[config.mk]
export PLATFORM = sky130hd
export DESIGN_NAME = scsi_handshake_ctrl
export DESIGN_NICKNAME = d
export VERILOG_FILES = /design/src/rtl/scsi_ctrl_pkg.sv /design/src/rtl/sync_ff.sv /design/src/rtl/scsi_handshake_ctrl.sv
export SDC_FILE = /design/constraint.sdc
export NUM_CORES = 1
export LEC_CHECK = 0
export CORE_MARGIN = 2
export CORE_UTILIZATION = 45
export CTS_CLUSTER_SIZE = 12
export DETAILED_ROUTE_END_ITERATION = 10
export DONT_BUFFER_PORTS = 1
export GPL_TIMING_DRIVEN = 0
export PLACE_DENSITY = 0.67
export SLEW_MARGIN = 20
export SYNTH_ARGS = -nofsm -noshare
export SYNTH_HDL_FRONTEND = slang
export SYNTH_HIERARCHICAL = 1
export SYNTH_SLANG_ARGS = --single-unit
[constraint.sdc]
create_clock -name CLK -period 3.8 [get_ports CLK]
set_input_delay 0.57 -clock CLK [delete_from_list [all_inputs] [get_ports CLK]]
set_output_delay 0.57 -clock CLK [all_outputs]
set_load 0.01 [all_outputs]
[src/rtl/scsi_ctrl_pkg.sv]
// rtl/scsi_ctrl_pkg.sv - state encoding and default timing constants for scsi_handshake_ctrl
package scsi_ctrl_pkg;

    typedef enum logic [2:0] {
        IDLE,
        RD_CAP,
        WAIT_HOST,
        WR_CAP,
        WR_SETTLE,
        ACK_ON,
        ACK_OFF
    } state_t;

    localparam int DEF_LE_PULSE    = 2;
    localparam int DEF_SETTLE      = 3;
    localparam int DEF_SYNC_STAGES = 2;
    localparam int CNT_W           = 3;

endpackage

[src/rtl/sync_ff.sv]
// rtl/sync_ff.sv - N-stage synchroniser with asynchronous reset to a fixed level
module sync_ff #(
    parameter int   STAGES    = 2,
    parameter logic RESET_VAL = 1'b1
) (
    input  logic clk,
    input  logic rst,
    input  logic d,
    output logic q
);

    logic [STAGES-1:0] chain;

    always_ff @(posedge clk or posedge rst) begin
        if (rst) begin
            chain <= {STAGES{RESET_VAL}};
        end else begin
            chain <= {chain[STAGES-2:0], d};
        end
    end

    assign q = chain[STAGES-1];

endmodule

[src/rtl/scsi_handshake_ctrl.sv]
// rtl/scsi_handshake_ctrl.sv - SCSI REQ/ACK handshake and data-latch LE sequencer
// Optional registered host interrupt enabled by SCSI_HANDSHAKE_IRQ_EN.
module scsi_handshake_ctrl
    import scsi_ctrl_pkg::*;
#(
    parameter int LE_PULSE    = DEF_LE_PULSE,
    parameter int SYNC_STAGES = DEF_SYNC_STAGES,
    parameter int SETTLE      = DEF_SETTLE
) (
    input  logic CLK,
    input  logic RST,
    input  logic HOST_WR_STB,
    input  logic HOST_RD_STB,
    input  logic IRQ_ENABLE,
    input  logic nREQ,
    input  logic nIO,
    input  logic nBSY,
    output logic RD_LE,
    output logic WR_LE,
    output logic WR_OE,
    output logic nACK,
    output logic STAT_REQ,
    output logic STAT_BUSY,
    output logic IRQ
);

    localparam logic [CNT_W-1:0] LE_LAST     = CNT_W'(LE_PULSE - 1);
    localparam logic [CNT_W-1:0] SETTLE_LAST = CNT_W'(SETTLE - 1);

    logic nreq_s, nio_s, nbsy_s;
    logic req, io, bsy;

    // Synchronisers reset to the inactive (high) level so nothing looks asserted after reset.
    sync_ff #(.STAGES(SYNC_STAGES), .RESET_VAL(1'b1)) u_sync_req (
        .clk (CLK), .rst (RST), .d (nREQ), .q (nreq_s)
    );
    sync_ff #(.STAGES(SYNC_STAGES), .RESET_VAL(1'b1)) u_sync_io (
        .clk (CLK), .rst (RST), .d (nIO), .q (nio_s)
    );
    sync_ff #(.STAGES(SYNC_STAGES), .RESET_VAL(1'b1)) u_sync_bsy (
        .clk (CLK), .rst (RST), .d (nBSY), .q (nbsy_s)
    );

    assign req = ~nreq_s;
    assign io  = ~nio_s;
    assign bsy = ~nbsy_s;

    state_t           state, state_next;
    logic [CNT_W-1:0] cnt, cnt_next;
    logic             io_q, io_next;

    always_ff @(posedge CLK or posedge RST) begin
        if (RST) begin
            state <= IDLE;
            cnt   <= '0;
            io_q  <= 1'b0;
        end else begin
            state <= state_next;
            cnt   <= cnt_next;
            io_q  <= io_next;
        end
    end

    always_comb begin
        state_next = state;
        cnt_next   = '0;
        io_next    = io_q;
        RD_LE      = 1'b0;
        WR_LE      = 1'b0;
        WR_OE      = 1'b0;
        nACK       = 1'b1;
        case (state)
            IDLE: begin
                if (req) begin
                    io_next    = io;
                    state_next = io ? RD_CAP : WAIT_HOST;
                end
            end
            RD_CAP: begin
                RD_LE = 1'b1;
                if (cnt == LE_LAST) state_next = WAIT_HOST;
                else                cnt_next   = cnt + 1'b1;
            end
            WAIT_HOST: begin
                // Direction is the one frozen on IDLE exit; the other strobe is ignored.
                if (io_q && HOST_RD_STB)       state_next = ACK_ON;
                else if (!io_q && HOST_WR_STB) state_next = WR_CAP;
            end
            WR_CAP: begin
                WR_LE = 1'b1;
                if (cnt == LE_LAST) state_next = WR_SETTLE;
                else                cnt_next   = cnt + 1'b1;
            end
            WR_SETTLE: begin
                WR_OE = 1'b1;
                if (cnt == SETTLE_LAST) state_next = ACK_ON;
                else                    cnt_next   = cnt + 1'b1;
            end
            ACK_ON: begin
                nACK  = 1'b0;
                WR_OE = ~io_q;
                if (!req) state_next = ACK_OFF;
            end
            ACK_OFF: begin
                state_next = IDLE;
            end
            default: begin
                state_next = IDLE;
            end
        endcase
        if (state != IDLE && state != ACK_OFF && !bsy) begin
            state_next = ACK_OFF;
            cnt_next   = '0;
        end
    end

    assign STAT_REQ  = req;
    assign STAT_BUSY = (state != IDLE);

`ifdef SCSI_HANDSHAKE_IRQ_EN
    logic irq_q;

    always_ff @(posedge CLK or posedge RST) begin
        if (RST) begin
            irq_q <= 1'b0;
        end else begin
            irq_q <= IRQ_ENABLE && (state == WAIT_HOST);
        end
    end

    assign IRQ = irq_q;
`else
    logic unused_irq_enable;
    assign unused_irq_enable = IRQ_ENABLE;
    assign IRQ = 1'b0;
`endif

endmodule
# Word-level counts from Yosys, hierarchy flattened
# Cells that the tools add are included.
[word_totals]
register_bits = 13
latchBits = 0
mem_bits_rw = 0
mem_bits_ro = 0
output_inout_bits = 7
wordCells = 52
memories = 0
[classes]
add_sub_neg = 1
n_mul = 0
n_div = 0
magnitude_cmp = 0
eq_ne = 14
n_shift = 0
mux = 18
bitwise = 3
n_reduce_logical = 10
[op_table]
columns = ["operator", "count"]
rows = [
  ["3-bit 2-to-1 mux", 11],
  ["3-bit one-hot mux with 6 select lines", 1],
  ["3-bit inequality test (second input constant)", 5],
  ["3-bit by 2-bit == test with 1-bit output (second input constant)", 3],
  ["3-bit by 1-bit == test with 1-bit output (second input constant)", 2],
  ["3-bit == test (second input constant)", 2],
  ["3-bit one-hot mux with 2 select lines", 1],
  ["6-bit AND reduction", 1],
  ["1-bit logical AND", 4],
  ["4-bit inequality test (second input constant)", 1],
  ["3-bit by 1-bit adder with 3-bit output (second input constant)", 1],
  ["3-bit logical NOT", 1],
  ["1-bit 2-to-1 mux", 3],
  ["3-bit by 2-bit inequality test with 1-bit output (second input constant)", 1],
  ["1-bit inverter", 3],
  ["3-bit nonzero test", 1],
  ["2-bit 2-to-1 mux", 1],
  ["1-bit one-hot mux with 2 select lines", 1],
  ["2-bit AND reduction", 1],
  ["2-bit OR reduction", 1],
  ["1-bit logical NOT", 1],
]

# Depth between registers and ports, before layout
[logic_depth]
word_depth = 6
depth_mapped = 5
mapped_depth_nobuf = 4

# Hierarchy
# The synthesis kept the hierarchy.
[by_module_without_submodules]
columns = ["module", "instances", "cells_per_inst", "area_per_inst_um2"]
rows = [
  ["scsi_handshake_ctrl", 1, 64, 553.0],
  ["sync_ff", 3, 3, 56.3],
]

# Worst setup path after synthesis
# OpenSTA, ideal clock, no wires.
[synth_timing]
kind = "reg2out"
from = "register state[0]"
to = "output RD_LE"
arrival_ns = 0.971
path_slack_ns = 2.259
stages_incl_launch_ff = 4
path_buffers = 1
path_cell_list = "dfrtp_1 buf_2 inv_1 nor3_1"
[synth_via]
elab_chain_len = 2
[synth_lines]
columns = ["element", "line_no", "source"]
rows = [
  ["from (decl)", "scsi_handshake_ctrl.sv:48", "state_t state, state_next;"],
  ["from (signal assigned)", "scsi_handshake_ctrl.sv:58", "state <= state_next;"],
  ["3-bit by 1-bit == test with 1-bit output", "scsi_handshake_ctrl.sv:72", "case (state)"],
  ["1-bit 2-to-1 mux", "scsi_handshake_ctrl.sv:72", ""],
  ["to (decl)", "scsi_handshake_ctrl.sv:18", "output logic RD_LE,"],
]
# Every way passes these cells.

# Worst setup path after layout
# Same ends and word-level chain as after synthesis.

==> flow_summary.ini <==
[setup_path]
cp_slowest_stage_delay_ns = 0.46
path_buf_inv = 2
worstSetupPathType = reg -> out
reg2reg_setup_slack_ns = 2.35
cp_top_family = flip-flops
critPathRequiredTime_ns = 3.23
cp.arrival_ns = 1.38
crit_path_end_kind = output pin
cp_slowest_cell = dfrtp_1
cp_cell_sequence = buf_2 > inv_1 > nor3_1
ff2ff_path_depth = 4
r2r-end = state[2]$_DFFE_PP0P_
cp_max_fo = 10
startpoint_type = flop
r2r_start = state[1]$_DFFE_PP0P_

[synthesis]
syn_area_per_cell_um2 = 9.890
synth_edf_count = 0
syn_area_um2 = 721.9
yosysTopAreaCell = dfrtp_1
synth_cells = 73
yosys_warnings = 6
yosysSeqAreaShare_pct = 46.10
yosys_register_bits = 13
yosys.area.top_type_share_pct = 24.26
yosys-top-cells-area = dfrtp_1 24%, dfstp_2 22%, nand2b_1 5.2%
synth_fp_nets = 81
synth_cell_types = 32
ys_async_sr_fraction_pct = 100.0
ys.flop_type = dfrtp_1
synth.top_cells.by_count = 7 x a21oi_1, 7 x dfrtp_1, 7 x nor2_1

[sta]
setup_viol = 0
drv_slew = 0
rsz0062_at_grt = no
fmax_mhz = 512.8
fin_skew_ns = 0.006559
period_needed_ns = 1.950
whs_ns = 0.1217
post-route-worst-setup-slack_ns = 1.850
finalHoldViolCount = 0
fin_tns_setup_ns = 0
period_share_pct = 51.32

[floorplan]
start_util_pct = 47.92
die_y_um = 44.06
core_area_um2 = 1506
core.rowCount = 14
die_area_um2 = 1941
io-pin-count = 15
die_w_um = 44.06

[clock_tree]
cts.repair.resized = 0
clk_latency_ns = 0.27
hold_buffers = 0
post_cts_buffers = 0
cts_max_level = 1
cts_root_buffer = clkbuf_4
cts_tree = yes
clock-sinks = 13
cts_buffers = 3
cts.clk_slew.worst_paths_ns = 0.08
clockBufferDepth = 2

[global_routing]
grt_pass1_wl_um = 2104
gr-total-overflow = 0
grt_pass1_vias = 527
grt_start_max_net_pins = 11
antenna_found_initial = 0
grt_usage_pct = 14.84

[cells_and_area]
drive_gt1_share_pct = 22.08
syn2layout_area_growth_pct = 6.413
final_nets = 86
antennaDiodeCount = 0

[placed_design]
place_ws_ns = 2.141
routabilityCongestion = 0.8287
dp_hpwl_um = 908.1
io_buffers = 0

[power]
max-vdd-ir-drop_mv = 0.3878
power_mw = 0.5849
power_density_nw_per_um2 = 761.3
leakage_nw = 0.3279

[routing]
final_antenna_net_count = 0
wl_um = 1184
drc = 0
vias = 513
wire_per_inst_um = 12.73
first_pass_iters = 4
drtIter0Drc = 17
vias_per_cell = 5.516

[job]
cap_violations = 0

[run_status]
status = finished, final reports clean

[min_path]
hold_path.class = in -> async
==> metal layers <==
metal / vias up / track usage (%) / routed length (um)
met5: - / 0 / 0
met4: 0 / 7.273 / 8
met3: 2 / 3.265 / 71
met2: 15 / 25.29 / 614
met1: 241 / 17.65 / 489
li1: 255 / - / -
==> stage by stage <==
step | cells | util (%) | area (um2)
2_1_floorplan | 73 | - | 721.9
3_3_place_gp | 89 | 49.25 | 742.0
3_5_place_dp | 89 | 49.25 | 742.0
4_1_cts | 93 | 51.00 | 768.2
5_1_grt | 93 | 51.00 | 768.2
6_report | 93 | 51.00 | 768.2
==> worst register-to-register path, cell delays in order (launching register included) <==
cell and delay, ns:
dfrtp_1 0.38, nand2b_1 0.21, o32a_4 0.41, a311oi_1 0.24, a41oi_1 0.07
==> cells by family after synthesis <==
family	count (synthesis)	share of synthesized area, %
other	1	0.5194
AOI/OAI and AO/OA	17	18.20
xor gates and xnor gates	2	2.427
muxes	1	1.387
buffers and inverters	10	7.972
and+or+nand+nor	29	23.40
DFF	13	46.10
==> worst max path at each step <==
stage / to / from / slack (ns) / cells past startpoint
finish: RD_LE / state[0]$_DFFE_PP0P_ / 1.85 / 3
global route: RD_LE / state[0]$_DFFE_PP0P_ / 1.72 / 3
CTS: RD_LE / state[0]$_DFFE_PP0P_ / 1.84 / 3
detailed placement: RD_LE / state[0]$_DFFE_PP0P_ / 2.14 / 3
global placement: RD_LE / state[0]$_DFFE_PP0P_ / 2.15 / 3
floorplan: RD_LE / state[0]$_DFFE_PP0P_ / 2.26 / 3
==> report_power, final <==
group | switching [mW] | internal [mW]
clock | 0.0406 | 0.0405
sequential | 0.0293 | 0.172
combinational | 0.156 | 0.146
total | 0.226 | 0.359
==> state kept, by name (all words and copies together) (netlist names) <==
| name | cells |
|---|---|
| u_sync_bsy/chain | 2 |
| u_sync_io/chain | 2 |
| state | 3 |
| cnt | 3 |
| u_sync_req/chain | 2 |
| io_q | 1 |
==> layout make-up <==
cell class / instances / area [um2]
plain buffers: 4 / 35.03
clock buffers: 4 / 26.28
fillers: 142 / 738.2
inverters: 6 / 22.52
multi-input cells: 50 / 331.6
flip-flops and latches: 13 / 332.8
well taps: 16 / 20.02
==> cell usage in the layout (no fill, tap or decap), types with 2 or more instances in the layout <==
| cell type | count |
|---|---|
| a211oi_1 | 2 |
| a21oi_1 | 7 |
| buf_6 | 2 |
| clkbuf_4 | 3 |
| dfrtp_1 | 7 |
| dfstp_2 | 6 |
| inv_1 | 6 |
| nand2_1 | 4 |
| nand2b_1 | 6 |
| nor2_1 | 7 |
| nor3_1 | 2 |
| nor3b_1 | 2 |
| o21ai_0 | 2 |
No activity file was read; power rests on OpenSTA's default activity.
